===== config.mk =====
export PLATFORM = sky130hd
export DESIGN_NAME = ni_inject
export DESIGN_NICKNAME = d
export VERILOG_FILES = /design/src/rtl/ni_inject_pkg.sv /design/src/rtl/ni_vc_arb.sv /design/src/rtl/ni_inject.sv
export SDC_FILE = /design/constraint.sdc
export NUM_CORES = 1
export LEC_CHECK = 0
export CELL_PAD_IN_SITES_DETAIL_PLACEMENT = 1
export CELL_PAD_IN_SITES_GLOBAL_PLACEMENT = 1
export CORE_AREA = 2 2 81 114
export DETAILED_ROUTE_END_ITERATION = 8
export DIE_AREA = 0 0 83 116
export GPL_ROUTABILITY_DRIVEN = 0
export GPL_TIMING_DRIVEN = 0
export PLACE_DENSITY = 0.87
export SETUP_SLACK_MARGIN = 0.15
export SLEW_MARGIN = 40
export SYNTH_ARGS = -nofsm -noshare
export SYNTH_HDL_FRONTEND = slang
export SYNTH_SLANG_ARGS = --single-unit

===== constraint.sdc =====
create_clock -name clk -period 4.5 [get_ports clk]
set_clock_uncertainty 0.1 [all_clocks]
set_input_delay 0.45 -clock clk [delete_from_list [all_inputs] [get_ports clk]]
set_output_delay 0.45 -clock clk [all_outputs]
set_load 0.02 [all_outputs]

===== src/rtl/ni_inject_pkg.sv =====
// Shared definitions for the network-interface injection stage: field widths, head-flit layout,
// flit type codes, FSM states and a head-payload builder.
package ni_inject_pkg;

    // Field widths
    localparam int unsigned X_W    = 3;
    localparam int unsigned Y_W    = 3;
    localparam int unsigned ID_W   = 6;
    localparam int unsigned LEN_FW = 8;
    localparam int unsigned TS_W   = 16;
    localparam int unsigned PAY_W  = 42;
    localparam int unsigned DATA_W = PAY_W + 2;

    // Head-flit field offsets within the payload
    localparam int unsigned DST_X_LSB  = 0;
    localparam int unsigned DST_Y_LSB  = 3;
    localparam int unsigned SRC_X_LSB  = 6;
    localparam int unsigned SRC_Y_LSB  = 9;
    localparam int unsigned SRC_ID_LSB = 12;
    localparam int unsigned LEN_LSB    = 18;
    localparam int unsigned TS_LSB     = 26;

    // Flit type lives in the top two bits of a flit
    typedef enum logic [1:0] {
        FlitBody     = 2'b00,
        FlitTail     = 2'b01,
        FlitHead     = 2'b10,
        FlitHeadTail = 2'b11
    } flit_type_e;

    typedef enum logic [1:0] {
        StIdle  = 2'd0,
        StVcSel = 2'd1,
        StHead  = 2'd2,
        StBody  = 2'd3
    } ni_state_e;

    function automatic logic [PAY_W-1:0] head_payload(
        input logic [X_W-1:0]    dst_x,
        input logic [Y_W-1:0]    dst_y,
        input logic [X_W-1:0]    src_x,
        input logic [Y_W-1:0]    src_y,
        input logic [ID_W-1:0]   src_id,
        input logic [LEN_FW-1:0] len,
        input logic [TS_W-1:0]   ts
    );
        logic [PAY_W-1:0] p;
        p = '0;
        p[DST_X_LSB  +: X_W]    = dst_x;
        p[DST_Y_LSB  +: Y_W]    = dst_y;
        p[SRC_X_LSB  +: X_W]    = src_x;
        p[SRC_Y_LSB  +: Y_W]    = src_y;
        p[SRC_ID_LSB +: ID_W]   = src_id;
        p[LEN_LSB    +: LEN_FW] = len;
        p[TS_LSB     +: TS_W]   = ts;
        return p;
    endfunction

endpackage


===== src/rtl/ni_vc_arb.sv =====
// Round-robin virtual-channel arbiter: first eligible VC at or after the pointer wins.
module ni_vc_arb
    import ni_inject_pkg::*;
#(
    parameter int unsigned NVCH = 2,
    localparam int unsigned VW  = (NVCH > 1) ? $clog2(NVCH) : 1
) (
    input  logic [NVCH-1:0] eligible,
    input  logic [VW-1:0]   ptr,
    output logic            grant,
    output logic [VW-1:0]   grant_id
);

    // Scan VCs starting at the pointer, wrapping at NVCH
    always_comb begin
        logic [VW-1:0] idx;
        grant    = 1'b0;
        grant_id = '0;
        idx      = '0;
        for (int unsigned i = 0; i < NVCH; i++) begin
            idx = VW'((32'(ptr) + i) % NVCH);
            if (!grant && eligible[idx]) begin
                grant    = 1'b1;
                grant_id = idx;
            end
        end
    end

endmodule


===== src/rtl/ni_inject.sv =====
// Network-interface injection stage: turns core packet requests and payload words into
// head/body/tail flits on a round-robin allocated VC of the router local port.
// Optional macro NI_TIMESTAMP_EN adds a free-running cycle counter stamped into head flits.
module ni_inject
    import ni_inject_pkg::*;
#(
    parameter int unsigned ROUTERID = 0,
    parameter int unsigned MY_XPOS  = 0,
    parameter int unsigned MY_YPOS  = 0,
    parameter int unsigned NVCH     = 2,
    parameter int unsigned LENW     = 4,
    localparam int unsigned VW      = (NVCH > 1) ? $clog2(NVCH) : 1
) (
    input  logic              clk,
    input  logic              rst_,
    input  logic              req_valid,
    output logic              req_ready,
    input  logic [X_W-1:0]    req_dst_x,
    input  logic [Y_W-1:0]    req_dst_y,
    input  logic [LENW-1:0]   req_len,
    input  logic [PAY_W-1:0]  pay_data,
    input  logic              pay_valid,
    output logic              pay_ready,
    output logic [DATA_W-1:0] odata,
    output logic              ovalid,
    output logic [VW-1:0]     ovch,
    input  logic [NVCH-1:0]   iack,
    input  logic [NVCH-1:0]   irdy,
    input  logic [NVCH-1:0]   ilck
);

    ni_state_e         state_q, state_d;
    logic [X_W-1:0]    dst_x_q, dst_x_d;
    logic [Y_W-1:0]    dst_y_q, dst_y_d;
    logic [LENW-1:0]   len_q, len_d;
    logic [LENW-1:0]   rem_q, rem_d;
    logic [VW-1:0]     vc_q, vc_d;
    logic [VW-1:0]     ptr_q, ptr_d;
    logic [DATA_W-1:0] odata_q, odata_d;
    logic              ovalid_q, ovalid_d;
    logic              req_ready_q;
    logic              req_fire;
    logic              ack;
    logic              arb_grant;
    logic [VW-1:0]     arb_id;
    logic [TS_W-1:0]   ts_val;

    assign req_ready = req_ready_q;
    assign odata     = odata_q;
    assign ovalid    = ovalid_q;
    assign ovch      = vc_q;
    assign req_fire  = (state_q == StIdle) && req_valid && req_ready_q;
    // Acks only count against a flit actually on the wire, on our own VC
    assign ack       = ovalid_q && iack[vc_q];

    ni_vc_arb #(
        .NVCH (NVCH)
    ) u_vc_arb (
        .eligible (irdy & ~ilck),
        .ptr      (ptr_q),
        .grant    (arb_grant),
        .grant_id (arb_id)
    );

`ifdef NI_TIMESTAMP_EN
    logic [TS_W-1:0] cnt_q, ts_q;

    // Free-running cycle counter, sampled when a request is accepted
    always_ff @(posedge clk or negedge rst_) begin
        if (!rst_) begin
            cnt_q <= '0;
            ts_q  <= '0;
        end else begin
            cnt_q <= cnt_q + TS_W'(1);
            if (req_fire) ts_q <= cnt_q;
        end
    end

    assign ts_val = ts_q;
`else
    assign ts_val = '0;
`endif

    // Next-state, flit construction and payload handshake
    always_comb begin
        state_d   = state_q;
        dst_x_d   = dst_x_q;
        dst_y_d   = dst_y_q;
        len_d     = len_q;
        rem_d     = rem_q;
        vc_d      = vc_q;
        ptr_d     = ptr_q;
        odata_d   = odata_q;
        ovalid_d  = ovalid_q;
        pay_ready = 1'b0;
        unique case (state_q)
            StIdle: begin
                if (req_fire) begin
                    dst_x_d = req_dst_x;
                    dst_y_d = req_dst_y;
                    len_d   = req_len;
                    state_d = StVcSel;
                end
            end
            StVcSel: begin
                if (arb_grant) begin
                    vc_d     = arb_id;
                    ptr_d    = (arb_id == VW'(NVCH - 1)) ? '0 : arb_id + VW'(1);
                    odata_d  = {(len_q == '0) ? FlitHeadTail : FlitHead,
                                head_payload(dst_x_q, dst_y_q, X_W'(MY_XPOS), Y_W'(MY_YPOS),
                                             ID_W'(ROUTERID), LEN_FW'(len_q), ts_val)};
                    ovalid_d = 1'b1;
                    state_d  = StHead;
                end
            end
            StHead: begin
                if (ack) begin
                    ovalid_d = 1'b0;
                    odata_d  = '0;
                    if (len_q == '0) begin
                        state_d = StIdle;
                    end else begin
                        rem_d   = len_q;
                        state_d = StBody;
                    end
                end
            end
            StBody: begin
                if (ack) begin
                    ovalid_d = 1'b0;
                    odata_d  = '0;
                    rem_d    = rem_q - LENW'(1);
                    if (rem_q == LENW'(1)) state_d = StIdle;
                end else if (!ovalid_q && pay_valid && irdy[vc_q]) begin
                    // Only one flit in flight; a new word is taken once the last one is acked
                    pay_ready = 1'b1;
                    odata_d   = {(rem_q == LENW'(1)) ? FlitTail : FlitBody, pay_data};
                    ovalid_d  = 1'b1;
                end
            end
            default: state_d = StIdle;
        endcase
    end

    // State and output registers
    always_ff @(posedge clk or negedge rst_) begin
        if (!rst_) begin
            state_q     <= StIdle;
            dst_x_q     <= '0;
            dst_y_q     <= '0;
            len_q       <= '0;
            rem_q       <= '0;
            vc_q        <= '0;
            ptr_q       <= '0;
            odata_q     <= '0;
            ovalid_q    <= 1'b0;
            req_ready_q <= 1'b0;
        end else begin
            state_q     <= state_d;
            dst_x_q     <= dst_x_d;
            dst_y_q     <= dst_y_d;
            len_q       <= len_d;
            rem_q       <= rem_d;
            vc_q        <= vc_d;
            ptr_q       <= ptr_d;
            odata_q     <= odata_d;
            ovalid_q    <= ovalid_d;
            req_ready_q <= (state_d == StIdle);
        end
    end

endmodule


==> impl_results.md, run 1 <==
- NumNets Final: 460
- Pwr dens: around 680 nW/um2
- Largest net degree at the start of global routing: 40
- Internal reg-to-reg setup slack: ~2.2 ns
- Slew Limit Fails: 0
- Pwr Total: 0.00313 W
- Sequential power share: 30.8%
- Critical Path Start Type: input port
- Setup TNS: 0 ns
- Slew headroom: 61.1%
- Clock sinks: 64
- Crit path time final: 2.56 ns
- Post-synth top cells: dfrtp_1, nand2_1, inv_1
- GRT Total Usage: 19.5%
- Fmax: 391 MHz
- Grt total ovfl: 0
- 1st-pass router iterations: 3
- Hold Buf Count CTS: 1
- EDFF count, synth: 0
- Internal Power: 0.00198 W
- Dpl hpwl: 6380 um
- Bufs and invs on worst path: 2
- Hold Path Depth: 1
- CTS root buf: clkbuf_16
- TritonCTS clock tree: done
- Critical-path maximum fanout: 2
- Final Cycle Share: 56.9%
- Slew @ Worst Pin: ~0.58 ns
- Total of max-cap violations: 0
- Initial antenna violation count: 0
- DR vias/cell: 4.91
- Crit path top cell by count: clkdlybuf4s50_1
- Syn nets: 338
- Clk_lat worst skew: 0.33 ns
- I/O Buffers: 109
- Mean Syn Cell Area: 11.1 um2
- Synth top area share: 52.7%
- CP endpoint kind: primary output
- R2R Path Start: ovch
- Synth top area cells: dfrtp_1, mux2i_1, mux2_2
- Layout Utilization: 53.9%
- Fraction of registers with async set/reset: between 90% and 100%
- Switch Pwr: 0.00115 W
- PostCTS Resize Cnt: 0
- R2R Path End: odata[30]
- Postcts setup bufs: 0
- Combinational Power Share: 45.4%
- Final setup fails: 0
- DR iter-0 viols: slightly above 80
- Top cell type by total area after synthesis: dfrtp_1
- Register area: 1600 um2
- Layout area overhead: 51.7%
- Worst-path clk slew: 0.05 ns
- Most common cell in the netlist: dfrtp_1
- # fillers: 915
- Total core area: 8560 um2
- Vias in the first global route: approximately 2,800
- Critical path class: in2out
- Leak pwr: 2.00 nW
- Clk pwr share: 23.8%
- Longest Clk Path Bufs: 2
- Number of distinct library cells after synthesis: 36
- Status: finished clean
- ANT nets after route: 0
- Clock buffer count from CTS: 9
- DRC viols: 0
- Worst r2r path cells: 6
- I/O pins: 110
- Unrepaired setup endpoints after global routing: no
- Total routed wirelength: around 9000 um
- Fraction of layout cells with a size suffix above 1: 14.7%
- First-pass GRT wire length: approximately 14,000 um
- Mapped Cells: 274
- Synth Flop Type: dfrtp_1
- # diodes: 0
- Largest delay share family, worst path: buffers and inverters
- Crit path max-delay cell type: clkdlybuf4s50_1
- Synth Register Bits: 64
- # rows: 40
- Worst Hold Class: reg2reg
- Avg WL per Cell: 17.7 um
- DR vias: 2,482
- CP Cell Sequence: clkdlybuf4s50_1 > mux2i_1 > nor4b_2 > clkdlybuf4s50_1
- CP required: 3.95 ns
- Die height: between 100 and 150 um
- Die Wd: slightly above 80 um
- Maximum ir drop on the vdd rail: 0.387 mV
- Synthesized cell area: 3040 um2
- Sw frac: 36.7%
- Multi-input logic area: around 1200 um2
- Hold path startpoint: ptr_q
- Final Hold Viols: 0
- Sequential-to-total area share from yosys stat: between 50 and 60%
- WP data arrival: 2.01 ns
- Synth Warn #: 0
- H-tree depth: 3
- Hold path endpoint: ptr_q
- Max stage delay on crit path: 0.66 ns
- Fin Hold WS: 0.397 ns
- Full die area: 9630 um2
- Starting Density: 35.5%
## per-stage QoR
step	instance area [um2]	worst slack, ns	cells
floorplan	3040	2.28	274
global placement	4260	0.721	488
detailed placement	4280	1.87	489
CTS	4610	1.92	506
global route	4610	1.86	506
finish	4610	1.94	506
## layout by cell type, fill, tap and decap left out, types with 2 or more instances in the layout
cell type | Yosys | final
or3_1 | 2 | 2
mux2i_1 | 35 | 35
bufinv_16 | 0 | 2
o21ai_0 | 3 | 3
clkinvlp_4 | 0 | 3
o21bai_1 | 2 | 2
mux2_2 | 15 | 15
buf_6 | 2 | 2
mux2_4 | 7 | 7
nor3_1 | 3 | 3
clkbuf_16 | 0 | 9
buf_4 | 4 | 5
a22o_1 | 10 | 10
o22ai_1 | 2 | 2
nand2b_1 | 4 | 4
clkdlybuf4s50_1 | 0 | 108
nor2_1 | 7 | 7
nand3_1 | 3 | 3
buf_2 | 6 | 6
a21oi_1 | 12 | 12
ha_1 | 2 | 2
nand2_1 | 38 | 38
inv_1 | 37 | 37
dfrtp_1 | 64 | 64
## flip-flops by register name (all words and copies together), names as in the netlist
name	flops
ovalid	1
dst_y_q	3
odata	44
rem_q	4
len_q	4
state_q	2
ptr_q	1
ovch	1
req_ready	1
dst_x_q	3
## power by group through the flow
stage / clock network, W / registers [W] / logic [W]
floorplan: 0 / 0.00114 / 0.000648
global placement: 0 / 0.000952 / 0.00137
detailed placement: 0 / 0.000968 / 0.00142
CTS: 0.000764 / 0.000965 / 0.00144
global route: 0.000792 / 0.000999 / 0.00152
finish: 0.000745 / 0.000963 / 0.00142
## layer usage
layer	track usage (%)	part of all wire (%)
met4	7.98	2.2
met2	36.2	54
met3	4.91	3.8
met1	21.3	40
met5	0	0
## area by class of cell
cell class / count / share of cell area (%)
multi-input cells: 159 / 26.2
plain buffers: 14 / 1.98
well taps: 105 / 2.85
inverters: 37 / 3.01
clock inverters: 7 / 2.09
repair buffers: 111 / 24.3
clock buffers: 9 / 4.89
flip-flops and latches: 64 / 34.7
## how the worst max path moves through the flow
stage                          start        end  slack (ns)  cells past startpoint
after floorplan                 ovch  odata[18]        2.28                      6
after global placement          rst_   len_q[3]        0.72                      1
after detailed placement     iack[0]  odata[30]        1.87                      7
after CTS                    irdy[1]  pay_ready        1.92                      4
after global routing      state_q[0]  pay_ready        1.86                      4
final                        irdy[1]  pay_ready        1.94                      4
## kinds of logic (layout without fill, tap and decap cells)
logic type | after synthesis | in the layout | synth area share, %
compound gates | 36 | 36 | 8.53
simple gates | 64 | 64 | 9.80
buf+inv | 51 | 178 | 7.58
flops | 64 | 64 | 52.7
mux | 57 | 57 | 20.6
fa+ha+maj | 2 | 2 | 0.824
Note: power is estimated with default switching activity, not from simulation.
==> run 2: changes to the inputs <==
CORE_AREA = 2 2 87 123   (was 2 2 81 114)
DIE_AREA = 0 0 89 125   (was 0 0 83 116)
PLACE_DENSITY = 0.8   (was 0.87)
clock period = 2.1 ns   (was 4.5 ns; I/O delays follow)
==> impl_results.md, run 2 (same netlist as run 1, synthesis figures left out) <==
- Fmax: 506 MHz
- Total of max-cap violations: 0 (unchanged)
- I/O pins: 110 (unchanged)
- CP required: 2.21 ns (-1.74 ns)
- First-pass GRT wire length: 14,300 um (-0.87%)
- Largest net degree at the start of global routing: 37 (-7.5%)
- ANT nets after route: 0 (unchanged)
- Slew Limit Fails: 0 (unchanged)
- Initial antenna violation count: 0 (unchanged)
- NumNets Final: 469 (+2.0%)
- Max FFs per register: 44 (unchanged)
- Full die area: 11,100 um2 (+16%)
- H-tree depth: 3 (unchanged)
- Dpl hpwl: 6610 um (+3.6%)
- Total routed wirelength: 8790 um (-1.6%)
- Unrepaired setup endpoints after global routing: yes
- Leak pwr: 2.06 nW (+3.3%)
- Final instance count without filler cells: 548 (+8.3%)
- GRT Total Usage: 16.9% (-2.6 points)
- Final setup fails: 0 (unchanged)
- TritonCTS clock tree: done
- Inst Count DP: 522 (+6.7%)
- Total core area: 10,100 um2 (+18%)
- Slew @ Worst Pin: 0.561 ns (-0.0228 ns)
- Worst Hold Class: in2async
- Final Hold Viols: 0 (unchanged)
- # rows: 44 (+10%)
- Clock sinks: 64 (unchanged)
- Die Wd: 89 um (+7.2%)
- Crit path time final: 1.98 ns
- Clock buffer count from CTS: 9 (unchanged)
- Die height: 125 um (+7.8%)
- Avg WL per Cell: 16.0 um (-9.2%)
- CTS root buf: clkbuf_16
- Vias in the first global route: 2,766 (-1.7%)
- DR iter-0 viols: 64 (-21%)
- Clk_lat worst skew: 0.32 ns (about the same)
- Worst-path clk slew: 0.06 ns (about the same)
- DR vias/cell: 4.53 (-7.7%)
- Grt total ovfl: 0 (unchanged)
- Pwr dens: 1410 nW/um2 (+110%)
- Starting Density: 30.0% (-5.5 points)
- CP endpoint kind: flip-flop
- Critical Path Start Type: flip-flop
- Fraction of layout cells with a size suffix above 1: 18.3% (+3.6 points)
- I/O Buffers: 109 (unchanged)
- Fin Hold WS: 0.220 ns (-0.177 ns)
- Maximum ir drop on the vdd rail: 0.554 mV (+43%)
- DR vias: 2,480 (-0.081%)
- Critical path class: reg2reg
- Longest Clk Path Bufs: 2 (unchanged)
- Commonest non-fill, non-tap cells in the layout: clkdlybuf4s50_1, dfrtp_1, nand2_1, inv_1, mux2i_1
- Final Cycle Share: 94.1%
- Status: finished clean
- Commonest non-fill, non-tap cell in the layout: clkdlybuf4s50_1
- Critical-path maximum fanout: 3 (+1)
- WP data arrival: 2.08 ns (+0.07 ns)
- Layout area overhead: 58.3%
- Slew headroom: 62.6% (+1.5 points)
- 1st-pass router iterations: 4 (+1)
- DRC viols: 0 (unchanged)
- # diodes: 0 (unchanged)
==> run 2: cell type report <==
class / instances / area (um2)
fillers: 1139 / 5320
flip-flops and latches: 64 / 1600
multi-input cells: 159 / 1280
repair buffers: 120 / 1190
clock buffers: 13 / 260
well taps: 138 / 173
inverters: 37 / 139
plain buffers: 14 / 126
clock inverters: 3 / 40.0
==> run 2: layer usage <==
layer  GRT usage (%)  wire, um  part of all wire, %
met5               0         0                    0
met4            5.53       140                  1.6
met3            4.09       387                  4.4
met2            30.3      4830                   55
met1            19.1      3430                   39
==> run 2: worst paths after layout <==
kind	startpoint	to	slack, ns	depth (start not counted)
worst min register to register	odata[0]	odata[0]	0.40	1
max in group asynchronous	rst_	odata[10]	1.19	3
worst min-delay path	rst_	rem_q[0]	0.22	2
worst max-delay path	rem_q[1]	req_ready	0.12	6
worst max register to register	rem_q[1]	req_ready	0.12	6
min in group clk	pay_data[25]	odata[25]	0.34	3
==> run 2: metrics by stage <==
stage | setup TNS (ns) | worst slack [ns] | power (W) | instance area [um2] | util (%)
after floorplan | 0 | 0.0451 | 0.00385 | 3060 | -
after global placement | -105.09 | -1.81 | 0.00500 | 4320 | 42.6
after detailed placement | -7.39 | -0.265 | 0.00515 | 4340 | 42.8
after CTS | 0 | 0.135 | 0.00681 | 4740 | 46.8
after global routing | 0 | 0.0311 | 0.00721 | 4810 | 47.5
final | 0 | 0.124 | 0.00678 | 4810 | 47.5
==> run 2: power breakdown <==
group	switching [W]	total (W)	internal, W
combinational	0.00161	0.00323	0.00161
clock	0.000515	0.00149	0.000980
sequential	0.000313	0.00205	0.00174
==> run 2: timing repair <==
action / 4_1_cts / 5_1_grt
setup buffers: 6 / 3
pin swaps: 3 / 1
endpoints found under the hold margin: 64 / 0
gates resized for setup: 13 / 11
setup endpoints to repair: 47 / 41
hold buffers: 1 / 0
==> run 2: worst max-delay path, stage by stage, from the launching register on <==
cell	delay, ns
dfrtp_1	0.40
inv_1	0.10
ha_1	0.14
or3b_2	0.50
o22ai_1	0.19
a2bb2oi_1	0.12
a2111oi_2	0.31
==> run 3: changes to the inputs <==
ABC_AREA = 1   (was unset)
CORE_AREA = 2 2 93 131   (was 2 2 87 123)
DIE_AREA = 0 0 95 133   (was 0 0 89 125)
PLACE_DENSITY = 0.78   (was 0.8)
==> impl_results.md, run 3 <==
- H-tree depth: 3 (unchanged)
- Largest net degree at the start of global routing: 42 (+14%)
- Synthesized cell area: 3270 um2 (+7.6%)
- Clock sinks: 64 (unchanged)
- Clk_lat worst skew: 0.33 ns (about the same)
- ANT nets after route: 0 (unchanged)
- Mean Syn Cell Area: 7.84 um2 (-29%)
- Commonest non-fill, non-tap cells in the layout: nand2_1, clkdlybuf4s50_1, dfrtp_1, inv_1, nor2_1
- Inst Count DP: 674 (+29%)
- Post-route cell area: 4850 um2 (+0.94%)
- Starting Density: 28.2% (-1.8 points)
- Longest Clk Path Bufs: 2 (unchanged)
- I/O Buffers: 109 (unchanged)
- Clock buffer count from CTS: 9 (unchanged)
- Unrepaired setup endpoints after global routing: no
- Leak pwr: 2.48 nW (+20%)
- DR vias: 3,205 (+29%)
- WP data arrival: 1.90 ns (-0.18 ns)
- # rows: 47 (+6.8%)
- Worst-path clk slew: 0.06 ns (about the same)
- Commonest non-fill, non-tap cell in the layout: nand2_1
- R2R Path Start: state_q[0]
- CP required: 2.26 ns (+0.05 ns)
- Fraction of registers with async set/reset: 100% (unchanged)
- Max stage delay on crit path: 0.44 ns (-0.06 ns)
- Critical-path maximum fanout: 10 (+7)
- Layout Utilization: 41.9% (-5.6 points)
- Pwr dens: 1490 nW/um2 (+5.4%)
- CP Cell Sequence: inv_2 > nor2_2 > nand3_2 > nand2_1 > inv_2 > buf_1 > nand4_1 > nand2_1
- DR vias/cell: 4.64 (+2.5%)
- Slew @ Worst Pin: 0.484 ns (-0.0766 ns)
- Fmax: 574 MHz (+14%)
- DR iter-0 viols: 58 (-9.4%)
- Largest delay share family, worst path: buffers and inverters
- Dpl hpwl: 8100 um (+23%)
- GRT Total Usage: 17.3% (+0.42 points)
- Total core area: 11,600 um2 (+14%)
- Crit path time final: 1.74 ns (-0.235 ns)
- EDFF count, synth: 0 (unchanged)
- Number of distinct library cells after synthesis: 20 (-44%)
- First-pass GRT wire length: 17,000 um (+19%)
- Final instance count without filler cells: 691 (+26%)
- Most common cell in the netlist: nand2_1
- Full die area: 12,600 um2 (+14%)
- NumNets Final: 603 (+29%)
- Maximum ir drop on the vdd rail: 0.442 mV (-20%)
- Setup TNS: 0 ns (unchanged)
- Mapped Cells: 417 (+52%)
- Worst Hold Class: in2async
- Max FFs per register: 44 (unchanged)
- Final setup fails: 0 (unchanged)
- Die Wd: 95 um (+6.7%)
- Avg WL per Cell: 14.9 um (-7.0%)
- Final Cycle Share: 82.9% (-11 points)
- Crit path max-delay cell type: dfrtp_1
- I/O pins: 110 (unchanged)
- CTS root buf: clkbuf_16
- Total of max-cap violations: 0 (unchanged)
- Grt total ovfl: 0 (unchanged)
- DRC viols: 0 (unchanged)
- TritonCTS clock tree: done
- Bufs and invs on worst path: 3 (+2)
- Synth Warn #: 0 (unchanged)
- Total routed wirelength: 10,300 um (+17%)
- Syn nets: 481 (+42%)
- Synth top area share: 49.0% (-3.7 points)
- Fraction of layout cells with a size suffix above 1: 10.3% (-8.0 points)
- Critical path class: reg2reg
- Synth Register Bits: 64 (unchanged)
- Initial antenna violation count: 0 (unchanged)
- Slew headroom: 67.7% (+5.1 points)
- Area after DPL: 4560 um2 (+5.1%)
- Synth Flop Type: dfrtp_1
- Sequential-to-total area share from yosys stat: 49.0% (-3.7 points)
- Vias in the first global route: 3,513 (+27%)
- CP endpoint kind: flip-flop
- Top cell type by total area after synthesis: dfrtp_1
- Critical Path Start Type: flip-flop
- 1st-pass router iterations: 4 (unchanged)
- Synth top area cells: dfrtp_1, nand2_1, nand4_1
- Post-synth top cells: nand2_1, dfrtp_1, inv_1
- # diodes: 0 (unchanged)
- Final Hold Viols: 0 (unchanged)
- Layout area overhead: 48.4%
- Slew Limit Fails: 0 (unchanged)
- Critical Path Start: state_q[0]
- Die height: 133 um (+6.4%)
- Fin Hold WS: 0.228 ns (+0.00777 ns)
- Status: finished clean
==> run 3: cell type report <==
class	instances	area (um2)
buffer	23	134
fill	1395	6730
multi-input combinational	278	1340
clock inverter	2	12.5
inverter	52	195
sequential	64	1600
clock buffer	14	274
tap	147	184
timing repair buffer	111	1110
==> run 3: final timing paths <==
path,end,slack [ns],depth (start not counted)
worst max-delay path,odata[5],0.36,8
worst min-delay path,odata[15],0.23,2
worst max register to register,odata[5],0.36,8
worst min register to register,odata[20],0.38,2
max in group asynchronous,odata[30],1.14,3
min in group clk,odata[20],0.38,2
==> run 3: cells by family after synthesis <==
group	after synthesis	share of synthesized area (%)
simple gates	253	34.8
compound gates	13	1.99
buf+inv	75	10.1
flops	64	49.0
xor+xnor	1	0.268
mux	9	3.10
fa+ha+maj	2	0.765
==> run 3: stage by stage <==
stage / worst slack, ns / total power (W)
after floorplan: 0.589 / 0.00435
after global placement: -1.41 / 0.00567
after detailed placement: 0.0220 / 0.00586
after CTS: 0.191 / 0.00731
after global routing: 0.170 / 0.00778
final: 0.359 / 0.00721
==> run 3: where the power goes <==
group          switching (W)  total (W)  internal [W]  leakage (nW)
Combinational        0.00227    0.00374       0.00148          1.52
Sequential          0.000332    0.00206       0.00173         0.818
Clock               0.000514    0.00141      0.000893         0.139
==> run 3: per-layer routing <==
layer	vias to the layer above	track usage [%]	part of all wire (%)
li1	1571	-	-
met3	16	3.36	4.0
met2	70	33.3	57
met4	0	6.68	1.6
met1	1548	17.7	38
met5	-	0	0
==> run 3: timing repair <==
item,in CTS,in global routing
setup endpoints to repair,1,2
pin swaps,0,0
buffers inserted,0,0
endpoints found under the hold margin,23,0
resized for setup,1,3
hold buffers,1,0
